### src/rtl/updown_pkg.sv
// Shared types and constants for the up/down counter slice.
package updown_pkg;

  // Run modes, encoded to match the 2-bit mode input.
  typedef enum logic [1:0] {
    UP_WRAP   = 2'd0,
    DOWN_WRAP = 2'd1,
    BOUNCE    = 2'd2,
    ONE_SHOT  = 2'd3
  } mode_t;

  localparam logic DIR_UP   = 1'b0;
  localparam logic DIR_DOWN = 1'b1;

  // Direction a mode imposes; BOUNCE keeps whatever direction it already had.
  function automatic logic mode_dir(input mode_t m, input logic cur_dir);
    case (m)
      DOWN_WRAP: mode_dir = DIR_DOWN;
      BOUNCE:    mode_dir = cur_dir;
      default:   mode_dir = DIR_UP;
    endcase
  endfunction

endpackage

### src/rtl/updown_step.sv
// Combinational step datapath: saturating next-up / next-down values and
// position flags for the current count against the programmed bounds.
module updown_step
  import updown_pkg::*;
#(
  parameter int WIDTH = 8
) (
  input  logic [WIDTH-1:0] out,
  input  logic [WIDTH-1:0] step,
  input  logic [WIDTH-1:0] lo,
  input  logic [WIDTH-1:0] hi,
  output logic [WIDTH-1:0] up_next,
  output logic [WIDTH-1:0] dn_next,
  output logic             at_hi,
  output logic             at_lo,
  output logic             in_range
);

  // One extra bit so neither the sum nor the difference can wrap through 0 or 2^WIDTH-1.
  logic [WIDTH:0] sum;
  logic [WIDTH:0] dif;

  assign sum = {1'b0, out} + {1'b0, step};
  assign dif = {1'b0, out} - {1'b0, step};

  // Saturate at the bounds; a set top bit in dif means the difference went negative.
  always_comb begin
    up_next = (sum > {1'b0, hi}) ? hi : sum[WIDTH-1:0];
    dn_next = (dif[WIDTH] || (dif[WIDTH-1:0] < lo)) ? lo : dif[WIDTH-1:0];
  end

  assign at_hi    = (out == hi);
  assign at_lo    = (out == lo);
  assign in_range = (out >= lo) && (out <= hi);

endmodule

### src/rtl/updown_counter.sv
// Up/down counter with programmable bounds and step, four run modes,
// a registered terminal-count pulse and a sticky one-shot done flag.
module updown_counter
  import updown_pkg::*;
#(
  parameter int WIDTH = 8
) (
  input  logic             clk,
  input  logic             rstn,
  input  logic             en,
  input  logic [1:0]       mode,
  input  logic [WIDTH-1:0] lo,
  input  logic [WIDTH-1:0] hi,
  input  logic [WIDTH-1:0] step,
  input  logic             load,
  input  logic [WIDTH-1:0] load_val,
  output logic [WIDTH-1:0] out,
  output logic             dir,
  output logic             tc,
  output logic             done,
  output logic             cfg_err
);

  mode_t            mode_e;
  logic [WIDTH-1:0] up_next;
  logic [WIDTH-1:0] dn_next;
  logic             at_hi;
  logic             at_lo;
  logic             in_range;
  logic [WIDTH-1:0] load_clamped;

  logic [WIDTH-1:0] out_d;
  logic             dir_d;
  logic             tc_d;
  logic             done_d;

  assign mode_e  = mode_t'(mode);
  assign cfg_err = (lo > hi);

  updown_step #(.WIDTH(WIDTH)) u_step (
    .out      (out),
    .step     (step),
    .lo       (lo),
    .hi       (hi),
    .up_next  (up_next),
    .dn_next  (dn_next),
    .at_hi    (at_hi),
    .at_lo    (at_lo),
    .in_range (in_range)
  );

  // Loaded values are clamped into the current window.
  always_comb begin
    if (load_val < lo)      load_clamped = lo;
    else if (load_val > hi) load_clamped = hi;
    else                    load_clamped = load_val;
  end

  // Next-state: load, then config-error hold, enable, out-of-range recovery, then mode stepping.
  always_comb begin
    // NOTE: every output gets a default first so no path can infer a latch.
    out_d  = out;
    dir_d  = dir;
    done_d = done;
    tc_d   = 1'b0;

    if (load) begin
      out_d  = load_clamped;
      dir_d  = (mode_e == DOWN_WRAP) ? DIR_DOWN : DIR_UP;
      done_d = 1'b0;
    end else if (cfg_err || !en) begin
      // hold everything; tc already defaults low
    end else if (!in_range) begin
      out_d = lo;
      dir_d = DIR_UP;
    end else if (step == '0) begin
      dir_d = mode_dir(mode_e, dir);
    end else begin
      case (mode_e)
        UP_WRAP: begin
          dir_d = DIR_UP;
          if (at_hi) begin
            out_d = lo;
            tc_d  = 1'b1;
          end else begin
            out_d = up_next;
          end
        end
        DOWN_WRAP: begin
          dir_d = DIR_DOWN;
          if (at_lo) begin
            out_d = hi;
            tc_d  = 1'b1;
          end else begin
            out_d = dn_next;
          end
        end
        BOUNCE: begin
          if (dir == DIR_UP) begin
            out_d = up_next;
            if (up_next == hi) begin
              dir_d = DIR_DOWN;
              tc_d  = 1'b1;
            end
          end else begin
            out_d = dn_next;
            if (dn_next == lo) begin
              dir_d = DIR_UP;
              tc_d  = 1'b1;
            end
          end
        end
        default: begin
          dir_d = DIR_UP;
          if (!done) begin
            out_d = up_next;
            if (up_next == hi) begin
              done_d = 1'b1;
              tc_d   = 1'b1;
            end
          end
        end
      endcase
    end
  end

  // State registers with synchronous active-low reset.
  always_ff @(posedge clk) begin
    // NOTE: non-blocking assignments so every register samples pre-edge values.
    if (!rstn) begin
      out  <= '0;
      dir  <= DIR_UP;
      tc   <= 1'b0;
      done <= 1'b0;
    end else begin
      out  <= out_d;
      dir  <= dir_d;
      tc   <= tc_d;
      done <= done_d;
    end
  end

endmodule

### config.mk
export PLATFORM = sky130hd
export DESIGN_NAME = updown_counter
export DESIGN_NICKNAME = d
export VERILOG_FILES = /design/src/rtl/updown_pkg.sv /design/src/rtl/updown_step.sv /design/src/rtl/updown_counter.sv
export SDC_FILE = /design/constraint.sdc
export NUM_CORES = 1
export LEC_CHECK = 0
export ABC_AREA = 1
export ABC_CLOCK_PERIOD_IN_PS = 5400
export CORE_MARGIN = 3
export CORE_UTILIZATION = 58
export CTS_CLUSTER_DIAMETER = 50
export DETAILED_ROUTE_END_ITERATION = 10
export GPL_TIMING_DRIVEN = 0
export PLACE_DENSITY = 0.95
export SLEW_MARGIN = 10
export SYNTH_ARGS = -nofsm -noshare
export SYNTH_HDL_FRONTEND = slang
export SYNTH_SLANG_ARGS = --single-unit
### constraint.sdc
create_clock -name clk -period 5.4 [get_ports clk]
set_input_delay 1.62 -clock clk [delete_from_list [all_inputs] [get_ports clk]]
set_output_delay 1.62 -clock clk [all_outputs]
set_load 0.01 [all_outputs]
==> results of run 1 <==
state kept, by name, indices dropped and copies added, names as in the netlist:
name / count
dir: 1
done: 1
out: 8
tc: 1
per-layer routing:
| layer | global-route usage (%) | part of all wire, % | vias to the layer above |
|---|---|---|---|
| met4 | 14.0 | 3.5 | 0 |
| li1 | - | - | 2234 |
| met3 | 10.7 | 13 | 50 |
| met1 | 48.9 | 40 | 2141 |
| met2 | 63.1 | 44 | 320 |
| met5 | 0 | 0 | - |
through the flow:
stage	total power [W]	hold slack, ns	area, µm²	utilization [%]
2_1_floorplan	0.000603	0.506	3780	-
3_3_place_gp	0.000794	0.506	4370	71.2
3_5_place_dp	0.000815	0.515	4370	71.2
5_1_grt	0.00102	0.573	4570	74.5
4_1_cts	0.000907	0.542	4480	73.0
6_report	0.000936	0.553	4570	74.5
timing repair:
action,CTS,global route
gates cloned,0,0
setup endpoints to repair,1,1
endpoints found under the hold margin,0,0
pin swaps,0,0
gates resized for setup,7,11
buffers inserted,6,8
worst min path at each step:
stage	endpoint	cells past startpoint	slack, ns	from
finish	done	2	0.55	done
global route	done	2	0.57	done
CTS	done	2	0.54	done
detailed placement	done	2	0.52	done
global placement	done	2	0.51	done
floorplan	done	2	0.51	done
layout make-up:
type,count,share of cell area (%)
Multi-Input combinational cell,496,67.5
Timing Repair Buffer,63,13.6
Inverter,91,8.17
Sequential cell,11,4.82
Buffer,16,2.90
Tap cell,75,2.06
Clock buffer,4,0.987
cell usage after synthesis (all sizes together):
master	n
nand2	158
inv	89
ha	74
a21oi	56
nor2	43
nand3	41
o21ai	41
nand4	29
o211ai	19
buf	11
dfxtp	11
clkbuf	5
nor3	5
o22ai	4
a21boi	3
o21a	3
o221ai	3
clkinv	2
fa	2
nor4	2
xnor2	2
xor2	2
a211o	1
a211oi	1
a21o	1
a32o	1
and2	1
and3	1
nor4b	1
o2111ai	1
or2	1
power by group:
group	leakage (nW)	internal (W)	switching, W	total [W]
logic	2.30	0.000278	0.000469	0.000747
clock network	0.0228	0.0000517	0.0000300	0.0000817
registers	0.0908	0.0000892	0.0000182	0.000107
worst max-delay path, cell delays in order:
cell and delay, ns:
clkdlybuf4s50_1 0.61, ha_1 0.39, nand2_1 0.06, nor2_1 0.15, nand2_1 0.08, a32o_1 0.23
inv_1 0.06, clkdlybuf4s50_1 0.52
cell families (layout without fill, tap and decap cells):
group	after synthesis	in the layout	synth area share [%]
and+or+nand+nor	282	282	33.3
AOI/OAI and AO/OA	134	134	21.6
buffers and inverters	107	174	12.7
adders and majority gates	76	76	25.5
DFF	11	11	5.82
xor gates and xnor gates	4	4	1.13
==> run metrics, run 1 <==
Reg-to-Reg End out[7]; final setup vio count 0; Layout fillers about 510; remaining global-route overflow 0; die height between 80 and 90 µm; Yosys reg bits 11; crit path launch lo[6]; reg-to-reg startpoint out[0]; Fmax 187 MHz; FP Rows 28; Netlist cell types 46; clk root buf clkbuf_8; Die X 86.7 µm; Synth Warn # 0; reg2reg path depth 21; post-synthesis sequential area ratio 5.82%; Worst-Skew Late Latency ~0.24 ns; syn_nets 728; reg2reg setup slack approximately 1.8 ns; Max-Cap Viols 0; crit path time final 5.35 ns; initial antenna violation count 0; min setup slack post-route between 0.05 and 0.06 ns; worst vdd ir 0.000230 V; CTS Buf Count 3; Port Buffers 49; clock transition at the registers of the reported paths ~0.05 ns; multi-input logic area about 3100 µm²; relative slew slack 49.9%; Tot GR Track Use about two fifths; Non-Filler Instances 756; area grow syn2layout 20.7%; Mapped Area 3780 µm²; first-pass GRT wire length about 23000 µm; CTS Hold Bufs 0; Boundary Pins 50; Yosys top cell by area ha_1; clk sinks 11; Worst Setup End Kind output pin; Post-layout nets approximately 800; PwrDens roughly 200 nW/µm²; cells taking the most area after synthesis ha_1 24%, nand2_1 15%, inv_1 8.0%; Worst Setup Start Kind primary input; core area around 6100 µm²; Avg Inst Size Synth 6.16 µm²; Post-Syn Instances 614; final setup skew roughly 0.006 ns; mean number of vias per cell 6.28; Initial Util 61.7%; placed cells 738; commonest non-fill, non-tap cell in the layout nand2_1; largest net degree at the start of global routing 11; share of layout cells above drive strength 1 9.40%; CTS tree done; Initial DRT Pass Iterations 7; H-tree depth 1; Initial DRC Count 580; Final period util 99.0%; Slew Viols, Final 0; crit path max fanout 6; Die ar. 7520 µm²; detailed-route via count 4745; DRC 0; HP Class flop to flop; hpwl dp 11100 µm; Reg area roughly 220 µm²; Post-Route WL about 15000 µm; number of routed nets with antenna violations 0; vias in the first global route about 4400; wire length per cell 19.4 µm; pre-CTS WS -0.124 ns; CP Data Arrival Time 3.73 ns; gp weighted congestion 1.06; area share of the largest cell type after synthesis around 24%; clock buffer depth 2; Slew @ Worst Pin 0.750 ns; Post-Route Setup TNS 0 ns; outcome completed; WS Path Type primary input to output pin; Final Hold Viols 0; commonest cells after routing, fill and taps aside 150 x nand2_1, 74 x inv_1, 74 x ha_1; leak pwr 2.41 nW; n_diodes 0; Critical Path RT 3.78 ns; Setup crit end cfg_err
(Power assumes the default switching activity.)
==> run 2: changes to the inputs <==
ABC_CLOCK_PERIOD_IN_PS = 4600   (was 5400)
CORE_UTILIZATION = 52   (was 58)
PLACE_DENSITY = 0.91   (was 0.95)
clock period = 4.6 ns   (was 5.4 ns; I/O delays follow)
==> run metrics, run 2 (synthesized netlist as in run 1, its figures left out) <==
GRT busiest layer met2; first-pass GRT wire length 22300 µm (-1.2%); Worst Setup Start Kind primary input; Boundary Pins 50 (unchanged); H-tree depth 1 (unchanged); Worst Setup End Kind flop; final setup skew 0.000894 ns (-0.00501 ns); pre-CTS WS -0.409 ns (-0.285 ns); initial antenna violation count 0 (unchanged); area grow syn2layout 29.8%; clk sinks 11 (unchanged); Reg-to-Reg End out[7]; Tot GR Track Use 33.9% (-5.0 points); GRT met3 Usage 6.88% (-3.9 points); crit path max fanout 10 (+4); wire length per cell 19.2 µm (-0.95%); Slew @ Worst Pin 0.976 ns (+0.226 ns); n_diodes 0 (unchanged); Initial Util 54.7% (-6.9 points); largest net degree at the start of global routing 11 (unchanged); clock transition at the registers of the reported paths 0.05 ns (about the same); gp weighted congestion 1.00 (-5.5%); final core utilization 71.1% (-3.4 points); clock buffer depth 2 (unchanged); vias in the first global route 4196 (-3.8%); relative slew slack 34.8% (-15 points); Post-layout nets 807 (+1.4%); GR Layer Usage met2 52.6% (-11 points); Die ar. 8330 µm² (+11%); Largest register FFs 8 (unchanged); commonest cells after routing, fill and taps aside 141 x nand2_1, 71 x inv_1, 65 x ha_1; hpwl dp 11300 µm (+1.5%); Final period util between 90% and 100%; Min Hold Slack 0.538 ns (-0.0145 ns); Fmax 230 MHz; Initial DRT Pass Iterations 6 (-1); remaining global-route overflow 0 (unchanged); detailed-route via count 4857 (+2.4%); reg2reg setup slack 1.08 ns (-0.67 ns); outcome completed; largest reg by FF count out; Worst-Skew Late Latency 0.24 ns (about the same); leak pwr 2.49 nW (+3.5%); CTS tree done; met1 Usage GRT 46.7% (-2.1 points); core area 6910 µm² (+13%); worst hold path depth 2 (unchanged); Final Hold Viols 0 (unchanged); min setup slack post-route 0.256 ns (+0.204 ns); RSZ-0062 raised after global routing no; HP Class flop to flop; number of routed nets with antenna violations 0 (unchanged); CTS Buf Count 3 (unchanged); Initial DRC Count 599 (+3.3%); Port Buffers 49 (unchanged); CP Data Arrival Time 4.48 ns (+0.75 ns); final setup vio count 0 (unchanged); crit path launch step[0]; Max-Cap Viols 0 (unchanged); reg2reg path depth 23 (+9.5%); clk root buf clkbuf_8; reg-to-reg startpoint out[0]; Post-Route WL 15200 µm (+3.2%); PwrDens 255 nW/µm² (+24%); Slew Viols, Final 0 (unchanged); Die X 91.3 µm (+5.2%); Critical Path RT 4.74 ns (+0.96 ns); WS Path Type primary input to flop; die height 91.3 µm (+5.2%); Final Total Pwr 0.00125 W (+34%); FP Rows 30 (+7.1%); Setup crit end out[0]; worst vdd ir 0.000201 V (-13%); crit path time final approximately 4.3 ns; mean number of vias per cell 6.16 (-1.8%); DRC 0 (unchanged); share of layout cells above drive strength 1 18.8% (+9.4 points); commonest non-fill, non-tap cell in the layout nand2_1
[run 2: changes by cell type in the layout (fill, tap and decap cells not counted), moves of 8 or more]
cell	delta
dlygate4sd2_1	+8
buf_4	+10
clkdlybuf4s50_1	-13
ha_1	-9
nand2_1	-9
ha_4	+9
[run 2: worst min path at each step]
stage                     from    to  slack [ns]
final                     done  done        0.54
after floorplan           done  done        0.51
after global routing      done  done        0.56
after global placement    done  done        0.50
after detailed placement  done  done        0.52
after CTS                 done  done        0.53
[run 2: where the power goes]
part | leakage, nW | switching (W) | internal (W)
logic | 2.38 | 0.000617 | 0.000407
clock network | 0.0228 | 0.0000368 | 0.0000609
registers | 0.0908 | 0.0000253 | 0.000105
[run 2: stage by stage]
step	std cells	instance area, µm²	setup TNS (ns)
6_report	788	4910	0
5_1_grt	788	4910	0
4_1_cts	771	4540	0
3_5_place_dp	759	4390	-3.72
3_3_place_gp	759	4390	-3.14
2_1_floorplan	614	3780	0
[run 2: what timing repair did]
item | 4_1_cts | 5_1_grt
endpoints found under the setup margin | 10 | 12
pin swaps | 3 | 29
buffers inserted | 8 | 17
hold endpoints to repair | 0 | 0
gates resized for setup | 40 | 68
hold buffers | 0 | 0
[run 2: worst max-delay path, cell delays in order]
cell	delay, ns
dlygate4sd2_1	0.29
ha_4	0.19
fa_2	0.38
nand3_2	0.11
nand2_4	0.09
nand2_4	0.07
nand2_1	0.07
nand2_1	0.09
nand2_2	0.09
ha_4	0.23
a21o_1	0.16
a21oi_2	0.13
nand2_2	0.08
nand2_4	0.12
nand2_4	0.09
buf_6	0.16
o21ai_1	0.19
o21ai_2	0.10
a21oi_1	0.19
nand3_1	0.12
nand2_1	0.11
inv_1	0.04
[run 2: area by class of cell]
cell class | instances | area [µm²]
fill | 617 | 2000
clock buffer | 4 | 45.0
multi-input combinational | 496 | 3360
tap | 96 | 120
timing repair buffer | 74 | 653
inverter | 91 | 375
sequential | 11 | 220
buffer | 16 | 133
[run 2: per-layer routing]
metal  routed length (µm)  vias up
met5                    0        -
met3                 1870       73
met2                 6760      327
li1                     -     2251
met4                  585        0
met1                 5940     2206
==> run 3: changes to the inputs <==
CAP_MARGIN = 20   (was unset)
PLACE_DENSITY = unset   (was 0.91)
PLACE_DENSITY_LB_ADDON = 0.25   (was unset)
==> run metrics, run 3 (synthesized netlist as in run 1, its figures left out) <==
outcome completed; mean number of vias per cell 6.07 (-1.6%); Initial DRC Count 449 (-25%); placed cells 759 (unchanged); gp weighted congestion 1.02 (+2.5%); relative slew slack 38.3% (+3.5 points); min setup slack post-route 0.220 ns (-0.0355 ns); detailed-route via count 4768 (-1.8%); hpwl dp 11100 µm (-1.4%); CP Data Arrival Time 4.55 ns (+0.07 ns); dpl cell area 4390 µm² (unchanged); remaining global-route overflow 0 (unchanged); vias in the first global route 4148 (-1.1%); crit path time final 4.38 ns (+0.0355 ns); H-tree depth 1 (unchanged); WS Path Type primary input to flop; wire length per cell 19.5 µm (+1.6%); Crit path largest cell delay 0.36 ns (-0.02 ns); Die ar. 8330 µm² (unchanged); final setup vio count 0 (unchanged); clock buffer depth 2 (unchanged); Slew Viols, Final 0 (unchanged); PwrDens 260 nW/µm² (+2.1%); Tot GR Track Use 33.9% (+0.046 points); CTS Buf Count 3 (unchanged); Max-Cap Viols 0 (unchanged); DRC 0 (unchanged); Worst Setup End Kind flop; Largest register FFs 8 (unchanged); Post-Route WL 15400 µm (+1.3%); most frequent cell on the critical path nand2_1; share of layout cells above drive strength 1 18.1% (-0.67 points); Critical Path RT 4.77 ns (+0.03 ns); core area 6910 µm² (unchanged); clock transition at the registers of the reported paths 0.05 ns (about the same); largest net degree at the start of global routing 11 (unchanged); final setup skew 0.00141 ns (+0.000521 ns); Post-layout nets 805 (-0.25%); Die X 91.3 µm (unchanged); worst vdd ir 0.000259 V (+29%); Final Hold Viols 0 (unchanged); number of routed nets with antenna violations 0 (unchanged); CTS tree done; largest reg by FF count out; Initial DRT Pass Iterations 5 (-1); HP Class flop to flop; Non-Filler Instances 786 (-0.25%); first-pass GRT wire length 22100 µm (-0.71%); RSZ-0062 raised after global routing no; commonest cells after routing, fill and taps aside 145 x nand2_1, 71 x inv_1, 66 x ha_1; CP max-delay cell ha_1; clk sinks 11 (unchanged); die height 91.3 µm (unchanged); FP Rows 30 (unchanged); commonest non-fill, non-tap cell in the layout nand2_1; Final period util 95.2% (+0.77 points); final standard cell area without fillers 4940 µm² (+0.71%); Slew @ Worst Pin 0.924 ns (-0.0520 ns); clk root buf clkbuf_8; Initial Util 54.7% (unchanged); Worst-Skew Late Latency 0.24 ns (about the same); n_diodes 0 (unchanged); Worst Setup Start Kind primary input; leak pwr 2.50 nW (+0.15%); Port Buffers 49 (unchanged); Boundary Pins 50 (unchanged); area grow syn2layout 30.8%; Fmax 228 MHz (-0.81%); initial antenna violation count 0 (unchanged); pre-CTS WS -0.494 ns (-0.0854 ns); crit path max fanout 6 (-4)
-- run 3: changes by cell type in the layout (fill, tap and decap cells not counted), moves of 2 or more --
| cell | previous run | this run |
|---|---|---|
| buf_4 | 25 | 20 |
| nand2_2 | 12 | 9 |
| nand2_4 | 5 | 3 |
| buf_8 | 0 | 2 |
| o21ai_1 | 13 | 10 |
| a21oi_1 | 47 | 44 |
| clkdlybuf4s15_2 | 3 | 7 |
| buf_2 | 1 | 3 |
| clkbuf_2 | 7 | 1 |
| nor2_1 | 34 | 36 |
| a21oi_2 | 4 | 8 |
| nand2_1 | 141 | 145 |
-- run 3: critical path: cells and delay by family --
| kind | cells | cell delay (ns) |
|---|---|---|
| buf+inv | 5 | 0.63 |
| fa+ha+maj | 2 | 0.64 |
| xor+xnor | 1 | 0.18 |
| compound gates | 1 | 0.12 |
| simple gates | 17 | 1.62 |
-- run 3: layout make-up --
type	instances	area, µm²
Inverter	91	378
Sequential cell	11	220
Fill cell	592	1960
Clock buffer	4	45.0
Tap cell	96	120
Buffer	16	140
Timing Repair Buffer	72	689
Multi-Input combinational cell	496	3350
-- run 3: worst paths after layout --
check | depth (start not counted) | to | start | slack [ns]
worst max-delay path | 26 | tc | step[1] | 0.22
worst min-delay path | 2 | done | done | 0.52
worst max register to register | 24 | tc | out[1] | 1.01
worst min register to register | 2 | done | done | 0.52
-- run 3: repair_timing --
action / CTS / global route
buffers inserted: 10 / 10
setup endpoints to repair: 12 / 12
hold buffers: 0 / 0
gates cloned: 0 / 3
gates resized for setup: 54 / 52
pin swaps: 3 / 34
-- run 3: report_power, final --
group / switching [W] / internal [W]
sequential: 0.0000203 / 0.000105
combinational: 0.000640 / 0.000426
clock: 0.0000359 / 0.0000608
-- run 3: routing by layer --
| layer | track usage [%] | up-vias | share of wire [%] |
|---|---|---|---|
| met1 | 46.3 | 2192 | 42 |
| met3 | 5.39 | 45 | 9.7 |
| met4 | 11.2 | 0 | 3.9 |
| met2 | 54.2 | 271 | 45 |
| li1 | - | 2260 | - |
| met5 | 0 | - | 0 |
-- run 3: metrics by stage --
step                      hold WS (ns)  total power [W]  setup TNS, ns  util, %
after floorplan                  0.506         0.000708              0        -
after detailed placement         0.498         0.000964          -4.89     63.6
after global routing             0.549          0.00137              0     71.6
after CTS                        0.512          0.00111              0     66.7
final                            0.519          0.00129              0     71.6
after global placement           0.499         0.000939          -4.11     63.6
